### src/rtl/serial_sub_pkg.sv
// Shared types for the bit-serial subtractor: controller state enum and
// its encoding constants.
package serial_sub_pkg;

  localparam logic [1:0] IDLE_ENC  = 2'd0;
  localparam logic [1:0] SHIFT_ENC = 2'd1;
  localparam logic [1:0] DONE_ENC  = 2'd2;

  typedef enum logic [1:0] {
    IDLE  = IDLE_ENC,
    SHIFT = SHIFT_ENC,
    DONE  = DONE_ENC
  } state_t;

endpackage

### src/rtl/full_subtractor.sv
// Single-bit full subtractor cell: diff = a - b - bin, borrow out of the bit.
module full_subtractor (
  output logic diff,
  output logic borrow,
  input  logic a,
  input  logic b,
  input  logic bin
);

  // Pure combinational difference and borrow for one bit position
  always_comb begin
    diff   = a ^ b ^ bin;
    borrow = (~a & b) | (~(a ^ b) & bin);
  end

endmodule

### src/rtl/serial_subtractor_ctrl.sv
// Bit-serial subtractor: one full_subtractor cell is reused over WIDTH
// cycles to form diff = a - b - bin, LSB first, with a start/done handshake.
// Optional feature macro: SERIAL_SUB_OVF_EN adds the signed-overflow
// output ovf (borrow into MSB XOR borrow out of MSB).
module serial_subtractor_ctrl
  import serial_sub_pkg::*;
#(
  parameter  int WIDTH = 8,
  localparam int CNT_W = $clog2(WIDTH + 1)
) (
  input  logic             clk,
  input  logic             rst,
  input  logic             start,
  input  logic [WIDTH-1:0] a,
  input  logic [WIDTH-1:0] b,
  input  logic             bin,
  output logic             busy,
  output logic             done,
  output logic [WIDTH-1:0] diff,
  output logic             bout
`ifdef SERIAL_SUB_OVF_EN
  ,
  output logic             ovf
`endif
);

  state_t             state_q;
  state_t             state_d;
  logic [WIDTH-1:0]   a_sr;
  logic [WIDTH-1:0]   b_sr;
  logic [WIDTH-1:0]   res_sr;
  logic               brw;
  logic [CNT_W-1:0]   count;
  logic               fs_d;
  logic               fs_bo;
  logic               last_bit;

  full_subtractor u_fs (fs_d, fs_bo, a_sr[0], b_sr[0], brw);

  assign last_bit = (count == CNT_W'(WIDTH - 1));
  assign busy     = (state_q == SHIFT);
  assign done     = (state_q == DONE);

  // State register
  always_ff @(posedge clk or posedge rst) begin
    if (rst) state_q <= IDLE;
    else     state_q <= state_d;
  end

  // Next-state logic: start only matters in IDLE, DONE lasts one cycle
  always_comb begin
    state_d = state_q;
    case (state_q)
      IDLE:    if (start) state_d = SHIFT;
      SHIFT:   if (last_bit) state_d = DONE;
      DONE:    state_d = IDLE;
      default: state_d = IDLE;
    endcase
  end

  // Operand capture, serial shift/borrow chain, and result registers that
  // load only on the final step so partial results are never visible
  always_ff @(posedge clk or posedge rst) begin
    if (rst) begin
      a_sr   <= '0;
      b_sr   <= '0;
      res_sr <= '0;
      brw    <= 1'b0;
      count  <= '0;
      diff   <= '0;
      bout   <= 1'b0;
`ifdef SERIAL_SUB_OVF_EN
      ovf    <= 1'b0;
`endif
    end else begin
      case (state_q)
        IDLE: begin
          if (start) begin
            a_sr  <= a;
            b_sr  <= b;
            brw   <= bin;
            count <= '0;
          end
        end
        SHIFT: begin
          res_sr <= {fs_d, res_sr[WIDTH-1:1]};
          a_sr   <= a_sr >> 1;
          b_sr   <= b_sr >> 1;
          brw    <= fs_bo;
          count  <= count + 1'b1;
          if (last_bit) begin
            diff <= {fs_d, res_sr[WIDTH-1:1]};
            bout <= fs_bo;
`ifdef SERIAL_SUB_OVF_EN
            // brw here is still the borrow into the MSB
            ovf  <= brw ^ fs_bo;
`endif
          end
        end
        default: ;
      endcase
    end
  end

endmodule

### config.mk
export PLATFORM = sky130hd
export DESIGN_NAME = serial_subtractor_ctrl
export DESIGN_NICKNAME = d
export VERILOG_FILES = /design/src/rtl/serial_sub_pkg.sv /design/src/rtl/full_subtractor.sv /design/src/rtl/serial_subtractor_ctrl.sv
export SDC_FILE = /design/constraint.sdc
export NUM_CORES = 1
export LEC_CHECK = 0
export ABC_AREA = 1
export BUFFER_PORTS_ARGS = -buffer_cell sky130_fd_sc_hd__buf_4
export CORE_ASPECT_RATIO = 1.75
export CORE_MARGIN = 2
export CORE_UTILIZATION = 34
export CTS_CLUSTER_DIAMETER = 30
export CTS_CLUSTER_SIZE = 24
export DETAILED_ROUTE_END_ITERATION = 16
export PLACE_DENSITY_LB_ADDON = 0.25
export SLEW_MARGIN = 20
export SYNTH_ARGS = -nofsm -noshare
export SYNTH_HDL_FRONTEND = slang
export SYNTH_SLANG_ARGS = --single-unit
### constraint.sdc
create_clock -name clk -period 1.4 [get_ports clk]
set_clock_uncertainty 0.1 [all_clocks]
set_input_delay 0.28 -clock clk [delete_from_list [all_inputs] [get_ports clk]]
set_output_delay 0.28 -clock clk [all_outputs]
set_load 0.01 [all_outputs]
==> metrics.md, run 1 <==
| Metric | Value |
|---|---|
| Share of cells above drive strength 1 | `0.245` |
| Max Fclk | `0.746 GHz` |
| Largest net degree at the start of global routing | `40` |
| Sequential Power Share | `0.395` |
| Critical path type | `flop to output port` |
| Clk pwr share | `0.203` |
| NetSw | `approximately 1.7 mW` |
| Slew Limit Fails | `0` |
| Maxcap violations | `0` |
| RSZ-0062 raised after global routing | `yes` |
| Crit path max fanout | `3` |
| Static Leak | `about 1.2 nW` |
| Synth Area per Inst | `approximately 8.7 sq um` |
| Post-synth top cells | `79 x nand2_1, 45 x nand3_1, 39 x dfrtp_1, 7 x inv_1, 5 x buf_2` |
| IO Port Bufs | `30` |
| Max clock buf depth | `2` |
| Worst-Skew Late Latency | `about 0.29 ns` |
| Worst-path clk slew | `roughly 0.08 ns` |
| Yosys top cell area share | `0.565` |
| CTS Sinks | `39` |
| Initial antenna violation count | `0` |
| Most common cell in the netlist | `nand2_1` |
| Site row count | `34` |
| Final GP Congestion | `around 0.7` |
| Hold Slack | `0.0769 ns` |
| Syn Std Cell Area | `about 1700 sq um` |
| Final worst path period need | `around 1.3 ns` |
| Die height | `98.3 microns` |
| Vias in the first global route | `between 1000 and 1500` |
| Design area | `between 2000 and 2500 sq um` |
| H-tree depth | `2` |
| Vias per cell | `~4.9` |
| I/O pin count | `31` |
| Actual slew at the worst max-slew pin | `0.223 ns` |
| WP data arrival | `between 0.9 and 1 ns` |
| Slew margin rel. | `0.851` |
| Drt initial violations | `31` |
| VDD IR-drop max | `approximately 0.0017 V` |
| Final Hold Fails | `0` |
| GRT overflow | `0` |
| Synthesized flop and latch total | `39` |
| Final worst path period share | `0.958` |
| Drt first pass iters | `4` |
| Final nets | `262` |
| Total of warnings raised by yosys | `0` |
| Area added between synthesis and finish | `29.7%` |
| Syn Inst Count | `between 150 and 200` |
| Gate power share | `0.401` |
| GR Util All Layers | `0.150` |
| Sw Share | `0.363` |
| Yosys top cell by area | `dfrtp_1` |
| Area after DPL | `between 2000 and 2500 sq um` |
| Die Width | `57.9 microns` |
| Ant. Diodes | `0` |
| Die Footprint | `roughly 5700 sq um` |
| Syn nets | `between 200 and 250` |
| P per Cell Area | `around 2100 nW/um^2` |
| Starting Density | `0.350` |
| Num CTS Buffers | `5` |
| Synth cell types | `18` |
| Routed len/inst | `12.8 microns` |
| First-pass GRT wire length | `~6.5 mm` |
| Post-synth EDFFs | `0` |
| Critical Path RT | `a little over 1 ns` |
| Drt total wl | `3.78 mm` |
| Main synth FF type | `dfrtp_1` |
| Sequential fraction of the synthesis area | `0.565` |
| Status | `finished, final reports clean` |
| CTS tree | `yes` |
| Core area | `between 4000 and 5000 sq um` |
| Startpoint Class | `flop` |
| Internal Pwr Total | `3.06 mW` |
| Setup crit end kind | `output port` |
| Share of synthesized registers carrying an async set or reset | `1.00` |
| Vias after detailed routing | `roughly 1400` |
| Post-DRT Antenna Nets | `0` |
| Flop-to-flop setup slack | `0.09 ns` |
| Final Setup Violations | `0` |
| Hpwl dp | `2.48 mm` |
| Dominant cells by area after synthesis | `dfrtp_1 57%, nand2_1 17%, nand3_1 13%` |
| Type of the most critical hold path | `input pin to flop` |
| DRC | `0` |
| CTS root buf | `clkbuf_8` |
[repair_timing]
item,CTS,global route
pin swaps,1,1
gates resized for setup,1,2
hold buffers,1,0
endpoints found under the setup margin,1,10
buffers inserted,1,1
endpoints found under the hold margin,39,0
cloned,0,1
[sequential cells by signal, summed over array words and instances, names as in the netlist]
signal and cells:
brw 1, state_q 2, b_sr 8, count 4
bout 1, a_sr 8, res_sr 7, diff 8
[cell type report]
type                            instances  area [sq um]
Fill cell                             515          2700
Sequential cell                        39           977
Multi-Input combinational cell        141           648
Timing Repair Buffer                   44           395
Clock buffer                            6          82.6
Tap cell                               54          67.6
Clock inverter                          2          35.0
Inverter                                9          33.8
[placed cells by master, fill, tap and decap left out, drive strengths merged]
| cell | count |
|---|---|
| dlygate4sd3 | 1 |
| inv | 9 |
| nor2 | 6 |
| bufinv | 1 |
| a21oi | 1 |
| o21bai | 1 |
| dfrtp | 39 |
| nand3 | 45 |
| ha | 1 |
| clkinv | 1 |
| buf | 43 |
| nand2 | 81 |
| nand3b | 1 |
| nand4 | 1 |
| clkbuf | 6 |
| o21ai | 3 |
| fa | 1 |
[critical path, cell delays in order, from the launching register on]
cell and delay, ns:
dfrtp_1 0.41, inv_2 0.06, nor2_1 0.08, buf_4 0.12
[per-layer routing]
layer | up-vias | GRT usage | part of all wire
met5 | - | 0 | 0
met4 | 0 | 0.0698 | 0.020
met3 | 5 | 0.0318 | 0.034
met2 | 27 | 0.256 | 0.53
met1 | 682 | 0.174 | 0.41
li1 | 720 | - | -
[power groups by stage]
stage	Sequential, mW	Clock [mW]	Combinational, mW
finish	1.90	0.978	1.93
global route	1.97	1.05	2.18
CTS	1.92	1.00	1.92
detailed placement	1.93	0	1.88
global placement	1.92	0	1.85
floorplan	1.91	0	1.17
[per-stage QoR]
stage | setup TNS (ns) | util | power [mW] | worst slack [ns] | instances
6_report | 0 | 0.454 | 4.81 | 0.0594 | 295
3_3_place_gp | 0 | 0.423 | 3.77 | 0.125 | 283
3_5_place_dp | 0 | 0.423 | 3.81 | 0.0940 | 283
4_1_cts | 0 | 0.451 | 4.84 | 0.00110 | 293
2_1_floorplan | 0 | - | 3.08 | 0.131 | 198
5_1_grt | -0.0251 | 0.454 | 5.20 | -0.0251 | 295
[cell families after synthesis]
kind of cell | after synthesis | synth area share
AOI/OAI and AO/OA | 5 | 0.0159
DFF | 39 | 0.565
buffers and inverters | 19 | 0.0645
adders and majority gates | 2 | 0.0188
and+or+nand+nor | 133 | 0.336
[final timing paths]
path	startpoint	cells after the start	endpoint
min reg2reg	diff[5]	2	diff[5]
min	a[7]	3	a_sr[7]
max in group asynchronous	rst	4	state_q[0]
max	state_q[1]	3	done
min in group asynchronous	rst	4	res_sr[7]
max reg2reg	state_q[0]	6	brw
No activity file was read; power rests on OpenSTA's default activity.
==> run 2, diff against run 1 <==
--- a/config.mk
+++ b/config.mk
@@ -17,4 +17,5 @@
 export SLEW_MARGIN = 20
 export SYNTH_ARGS = -nofsm -noshare
 export SYNTH_HDL_FRONTEND = slang
+export SYNTH_HIERARCHICAL = 1
 export SYNTH_SLANG_ARGS = --single-unit
==> run 2 against run 1 <==
Clock-buffer cell count is the same. Largest cell class unchanged. Core utilization shrank 0.38 points. Non-clock buffer count grew 3. Sequential power grew 3%. Synthesized cell count shrank 1.5%. Power is essentially flat. Wire length shrank 3.8%. Largest power group is now sequential cells. Clock power shrank 2.6%. The run now ends with setup timing left. Die area shrank 0.61%.
==> metrics.md, run 2 <==
| Metric | Value |
|---|---|
| Status | `complete, but fails checks` |
| Failing checks | `setup timing` |
| Die Footprint | `5650 sq um (-0.61%)` |
| Area added between synthesis and finish | `29.5%` |
| CTS Sinks | `39 (unchanged)` |
| Startpoint Class | `flop` |
| Worst path max stage delay | `0.44 ns (+0.03 ns)` |
| Routed len/inst | `12.3 microns (-3.8%)` |
| Clk pwr share | `0.198 (-0.005)` |
| Initial antenna violation count | `0 (unchanged)` |
| Total of warnings raised by yosys | `6 (+6)` |
| WP data arrival | `1.03 ns (+0.07 ns)` |
| Final Hold Fails | `0 (unchanged)` |
| NetSw | `1.74 mW (-0.49%)` |
| Share of cells above drive strength 1 | `0.266 (+0.0207)` |
| Most common cell after layout, fill and taps aside | `nand2_1` |
| Slew margin rel. | `0.843 (-0.00778)` |
| Drt initial violations | `23 (-26%)` |
| Worst setup margin | `-0.00536 ns (-0.0647 ns)` |
| Starting Density | `0.348 (-0.00228)` |
| Maxcap violations | `0 (unchanged)` |
| Post-synth EDFFs | `0 (unchanged)` |
| Final worst path period need | `1.41 ns (+0.0647 ns)` |
| Gate power share | `0.396 (-0.005)` |
| Critical path's top delay family | `flip-flops` |
| DRC | `0 (unchanged)` |
| Max Fclk | `0.712 GHz (-4.6%)` |
| WL met2 | `1.88 mm (-6.4%)` |
| First-pass GRT wire length | `6.44 mm (-1.6%)` |
| Final worst path period share | `1.00 (+0.0462)` |
| Core area | `4930 sq um (unchanged)` |
| Setup crit end kind | `output port` |
| Slowest stage cell on the critical path | `dfrtp_2` |
| Commonest cells after routing, fill and taps aside | `75 x nand2_1, 47 x nand3_1, 43 x buf_4` |
| I/O pin count | `31 (unchanged)` |
| Sw Share | `0.362 (-0.00143)` |
| Internal Pwr Total | `3.07 mW (+0.13%)` |
| Drt total wl | `3.63 mm (-3.8%)` |
| Top flop regs | `a_sr (8), b_sr (8), diff (8)` |
| Final GP Congestion | `0.726 (+1.5%)` |
| Drt first pass iters | `5 (+1)` |
| Sequential Power Share | `0.405 (+0.010)` |
| Synth Area per Inst | `8.80 sq um (+0.88%)` |
| Yosys top cell area share | `0.569 (+0.00371)` |
| Share of synthesized registers carrying an async set or reset | `1.00 (unchanged)` |
| Fill cell count | `513 (-0.39%)` |
| Site row count | `34 (unchanged)` |
| Worst-path clk slew | `0.08 ns (about the same)` |
| Static Leak | `1.16 nW (-1.6%)` |
| Synth cell types | `19 (+1)` |
| Worst path cell trace | `nor2_2, buf_4` |
| Sequential fraction of the synthesis area | `0.569 (+0.00371)` |
| Yosys top cell by area | `dfrtp_1` |
| GRT overflow | `0 (unchanged)` |
| Ant. Diodes | `0 (unchanged)` |
| Largest net degree at the start of global routing | `40 (unchanged)` |
| Final Setup Violations | `1 (+1)` |
| Type of the most critical hold path | `input pin to flop` |
| Die Width | `57.7 microns (-0.30%)` |
| Total negative slack | `-0.00536 ns (-0.00536 ns)` |
| Highest metal used | `met4` |
| Actual slew at the worst max-slew pin | `0.235 ns (+0.0114 ns)` |
| Post-synth top cells | `75 x nand2_1, 47 x nand3_1, 39 x dfrtp_1, 7 x inv_1, 5 x buf_2` |
| Syn nets | `217 (-1.4%)` |
| P per Cell Area | `2160 nW/um^2 (+0.75%)` |
| Post-DRT Antenna Nets | `0 (unchanged)` |
| Most common cell in the netlist | `nand2_1` |
| Vias in the first global route | `1423 (-1.9%)` |
| Crit path buf inv count | `1 (-1)` |
| WL met1 | `1.50 mm (-4.5%)` |
| Final cell count without fillers | `295 (unchanged)` |
| Worst-Skew Late Latency | `0.29 ns (about the same)` |
| Vias per cell | `4.89 (+0.56%)` |
| Synthesized flop and latch total | `39 (unchanged)` |
| Vias after detailed routing | `1442 (+0.56%)` |
| CTS tree | `yes` |
| Critical path type | `flop to output port` |
| Placed cell count | `281 (-0.71%)` |
| Syn Std Cell Area | `1720 sq um (-0.65%)` |
| Dominant cells by area after synthesis | `dfrtp_1 57%, nand2_1 16%, nand3_1 14%` |
| CTS root buf | `clkbuf_8` |
| Slew Limit Fails | `0 (unchanged)` |
| Critical Path RT | `1.02 ns (about the same)` |
| Die height | `98.0 microns (-0.31%)` |
| Hpwl dp | `2.43 mm (-1.7%)` |
| IO Port Bufs | `30 (unchanged)` |
| Final nets | `262 (unchanged)` |
| Met3 wire len | `139 microns (+7.8%)` |
| Main synth FF type | `dfrtp_1` |
| Crit path max fanout | `3 (unchanged)` |
| RSZ-0062 raised after global routing | `yes` |
| Num CTS Buffers | `5 (unchanged)` |
| H-tree depth | `2 (unchanged)` |
| GR Util All Layers | `0.148 (-0.00194)` |
| Max clock buf depth | `2 (unchanged)` |
| Syn Inst Count | `195 (-1.5%)` |
| Pre-CTS WS | `0.137 ns (+0.0425 ns)` |
| VDD IR-drop max | `0.00133 V (-24%)` |
[run 2: cell count changes after synthesis, sizes merged]
cell / delta
nand2: -2
nand3: +2
nor2: -2
a21oi: -1
clkinv: +1
inv: -1
nand3b: -1
o21ai: +1
[run 2: logic make-up (layout without fill, tap and decap cells)]
family,after synthesis,count (layout),synth area share
and+or+nand+nor,130,130,0.330
DFF,39,39,0.569
buffers and inverters,19,65,0.0656
AOI/OAI and AO/OA,5,5,0.0160
adders and majority gates,2,2,0.0190
[run 2: metrics by stage]
step	utilization	power, mW	cell area [sq um]	hold WS, ns
after floorplan	-	3.12	1720	0.290
after global placement	0.413	3.70	2040	0.260
after detailed placement	0.413	3.73	2040	0.262
after CTS	0.445	4.82	2200	0.0902
after global routing	0.450	5.23	2220	0.0938
final	0.450	4.80	2220	0.0934
[run 2: area by class of cell]
cell class | count | area [sq um] | share of cell area
clock buffers | 6 | 82.6 | 0.0372
clock inverters | 2 | 35.0 | 0.0158
inverters | 9 | 38.8 | 0.0175
multi-input cells | 137 | 639 | 0.288
flip-flops and latches | 39 | 977 | 0.440
well taps | 54 | 67.6 | 0.0304
repair buffers | 47 | 375 | 0.169
repair inverters | 1 | 5.00 | 0.00225
[run 2: power groups by stage]
stage	clock [mW]	sequential, mW	combinational (mW)
after detailed placement	0	1.97	1.76
after CTS	0.982	1.94	1.89
after global placement	0	1.97	1.73
final	0.953	1.95	1.90
after global routing	1.04	2.01	2.17
after floorplan	0	1.97	1.15
[run 2: worst register-to-register path, cell delays in order (launching register included)]
cell and delay, ns:
dfrtp_1 0.39, ha_1 0.18, nand2_1 0.08, nor2_2 0.17
buf_6 0.16, nand3_1 0.08, nand2_1 0.07
[run 2: final timing paths]
kind                               to  slack [ns]        from  depth (start not counted)
max reg2reg                   diff[7]        0.11    count[1]                          6
min reg2reg                   diff[2]        0.38     diff[2]                          2
min                           a_sr[3]        0.09        a[3]                          3
max in group asynchronous  state_q[0]        0.50         rst                          4
min in group asynchronous     diff[2]        0.50         rst                          4
max                              done      -0.005  state_q[0]                          2
[run 2: timing repair]
item                       in CTS  in global routing
gates cloned                    1                  0
pin swaps                       1                  0
hold buffers                    1                  0
buffers inserted                3                  1
setup endpoints to repair       2                 10
gates resized for setup         2                  4
hold endpoints to repair       39                  0
[run 2: per-layer routing]
layer | up-vias | global-route usage
li1 | 713 | -
met1 | 687 | 0.172
met2 | 34 | 0.250
met3 | 8 | 0.0291
met4 | 0 | 0.0769
met5 | - | 0
==> run 3, diff against run 2 <==
--- a/config.mk
+++ b/config.mk
@@ -7,11 +7,11 @@
 export LEC_CHECK = 0
 export ABC_AREA = 1
 export BUFFER_PORTS_ARGS = -buffer_cell sky130_fd_sc_hd__buf_4
-export CORE_ASPECT_RATIO = 1.75
+export CORE_ASPECT_RATIO = 0.6
 export CORE_MARGIN = 2
 export CORE_UTILIZATION = 34
 export CTS_CLUSTER_DIAMETER = 30
-export CTS_CLUSTER_SIZE = 24
+export CTS_CLUSTER_SIZE = 30
 export DETAILED_ROUTE_END_ITERATION = 16
 export PLACE_DENSITY_LB_ADDON = 0.25
 export SLEW_MARGIN = 20
==> run 3 against run 2 <==
The flow now finishes without violations. Sequential share of layout area rose by 0.65 points. Worst hold slack got worse by 0.017 ns. Critical path depth rose by 1. Fmax rose by 2.2%. Core utilization rose by 1.4 points. Largest power group unchanged.
==> metrics.md, run 3 (synthesis results as in run 2) <==
| Metric | Value |
|---|---|
| Status | `finished, final reports clean` |
| Routed len/inst | `12.5 microns (+1.5%)` |
| Critical path type | `flop to output port` |
| Final nets | `256 (-2.3%)` |
| Final Hold Fails | `0 (unchanged)` |
| Placed cell count | `286 (+1.8%)` |
| Crit path max fanout | `3 (unchanged)` |
| Hold Slack | `0.0761 ns (-0.0173 ns)` |
| Most common cell after layout, fill and taps aside | `nand2_1` |
| Setup crit start | `state_q[0]` |
| Vias after detailed routing | `1371 (-4.9%)` |
| Final Setup Violations | `0 (-1)` |
| Vias in the first global route | `1275 (-10%)` |
| CTS root buf | `clkbuf_8` |
| Area added between synthesis and finish | `27.4%` |
| IO Port Bufs | `30 (unchanged)` |
| Area after DPL | `2020 sq um (-0.92%)` |
| H-tree depth | `2 (unchanged)` |
| Final GP Congestion | `0.744 (+2.5%)` |
| NetSw | `1.74 mW (+0.25%)` |
| Commonest cells after routing, fill and taps aside | `75 x nand2_1, 47 x nand3_1, 39 x dfrtp_1` |
| Final cell count without fillers | `298 (+1.0%)` |
| Tot Pwr | `4.74 mW (-1.4%)` |
| Final worst path period need | `1.37 ns (-0.0306 ns)` |
| Post-DRT Antenna Nets | `0 (unchanged)` |
| Worst r2r dst | `bout` |
| Share of cells above drive strength 1 | `0.238 (-0.0273)` |
| Type of the most critical hold path | `input pin to flop` |
| Fill cell count | `472 (-8.0%)` |
| GRT overflow | `0 (unchanged)` |
| Drt total wl | `3.72 mm (+2.6%)` |
| Die height | `59.0 microns (-40%)` |
| Sequential Power Share | `0.412 (+0.007)` |
| Worst path max stage delay | `0.41 ns (-0.03 ns)` |
| Critical Path RT | `1.02 ns (about the same)` |
| Max Fclk | `0.727 GHz (+2.2%)` |
| Sw Share | `0.368 (+0.00611)` |
| Hpwl dp | `2.36 mm (-2.8%)` |
| Clk pwr share | `0.204 (+0.006)` |
| P per Cell Area | `2170 nW/um^2 (+0.16%)` |
| I/O pin count | `31 (unchanged)` |
| Final worst path period share | `0.982 (-0.0218)` |
| Drt first pass iters | `4 (-1)` |
| Maxcap violations | `0 (unchanged)` |
| Startpoint Class | `flop` |
| Flop-to-flop setup slack | `0.09 ns (-0.02 ns)` |
| Slew Limit Fails | `0 (unchanged)` |
| Drt initial violations | `51 (+120%)` |
| WP data arrival | `0.99 ns (-0.04 ns)` |
| GR Util All Layers | `0.148 (-0.000251)` |
| Worst path cell trace | `nand2_2, clkinv_4, buf_6` |
| Gate power share | `0.383 (-0.013)` |
| Worst-path clk slew | `0.08 ns (about the same)` |
| Top flop regs | `a_sr (8), b_sr (8), diff (8)` |
| Worst setup endpoint | `busy` |
| Static Leak | `1.14 nW (-2.3%)` |
| CTS Sinks | `39 (unchanged)` |
| Max clock buf depth | `2 (unchanged)` |
| Num CTS Buffers | `5 (unchanged)` |
| Actual slew at the worst max-slew pin | `0.420 ns (+0.185 ns)` |
| Core area | `4710 sq um (-4.6%)` |
| Starting Density | `0.364 (+0.0168)` |
| Site row count | `19 (-44%)` |
| Die Footprint | `5650 sq um (about the same)` |
| Slowest stage cell on the critical path | `dfrtp_1` |
| Slew margin rel. | `0.720 (-0.123)` |
| Setup crit end kind | `output port` |
| Internal Pwr Total | `2.99 mW (-2.4%)` |
| Largest net degree at the start of global routing | `40 (unchanged)` |
| DRC | `0 (unchanged)` |
| Die Width | `95.7 microns (+66%)` |
| Design area | `2190 sq um (-1.6%)` |
| Worst r2r path cells | `6 (unchanged)` |
| RR Startpoint | `state_q[0]` |
| Worst-Skew Late Latency | `0.29 ns (about the same)` |
| Final core utilization | `0.464 (+0.0143)` |
| Initial antenna violation count | `0 (unchanged)` |
| VDD IR-drop max | `0.000647 V (-51%)` |
| RSZ-0062 raised after global routing | `yes` |
| Ant. Diodes | `0 (unchanged)` |
| CTS tree | `yes` |
| Vias per cell | `4.60 (-5.9%)` |
| First-pass GRT wire length | `6.24 mm (-3.1%)` |
run 3: worst max-delay path, delay by kind of cell (launching register included):
family / cells / cell delay (ns)
flip-flops: 1 / 0.41
buffers and inverters: 2 / 0.19
AND/OR/NAND/NOR: 1 / 0.11
run 3: area by class of cell:
type / instances / area [sq um] / area share
clock buffer: 6 / 82.6 / 0.0378
clock inverter: 2 / 35.0 / 0.0160
inverter: 9 / 38.8 / 0.0177
multi-input combinational: 137 / 637 / 0.291
sequential: 39 / 976 / 0.446
tap: 63 / 78.8 / 0.0361
timing repair buffer: 42 / 338 / 0.155
run 3: power groups by stage:
stage          Combinational, mW  Sequential [mW]  Clock (mW)
6_report                    1.82             1.95       0.968
5_1_grt                     2.07             2.03        1.05
4_1_cts                     1.81             1.95       0.994
3_5_place_dp                1.71             1.97           0
3_3_place_gp                1.69             1.97           0
2_1_floorplan               1.15             1.97           0
run 3: layer usage:
layer	share of wire	GRT usage	up-vias	wire, microns
met4	0.011	0.0490	0	41
met2	0.39	0.191	30	1450
met3	0.053	0.0433	5	199
li1	-	-	702	-
met1	0.55	0.233	634	2040
met5	0	0	-	0
run 3: how the worst min path moves through the flow:
stage | startpoint | to | cells past startpoint
finish | b[7] | b_sr[7] | 3
global route | b[7] | b_sr[7] | 3
CTS | b[7] | b_sr[7] | 3
detailed placement | rst | a_sr[3] | 3
global placement | rst | a_sr[3] | 3
floorplan | a[7] | a_sr[7] | 2
run 3: stage by stage:
step | TNS [ns] | worst slack [ns]
after floorplan | 0 | 0.131
after global placement | 0 | 0.128
after detailed placement | 0 | 0.0857
after CTS | 0 | 0.0106
after global routing | -0.0334 | -0.0259
final | 0 | 0.0252
run 3: what timing repair did:
item,CTS,global route
gates cloned,0,0
buffers inserted,3,0
setup endpoints to repair,1,14
resized for setup,1,3
pin swaps,1,0
hold buffers,1,0
hold endpoints to repair,39,0
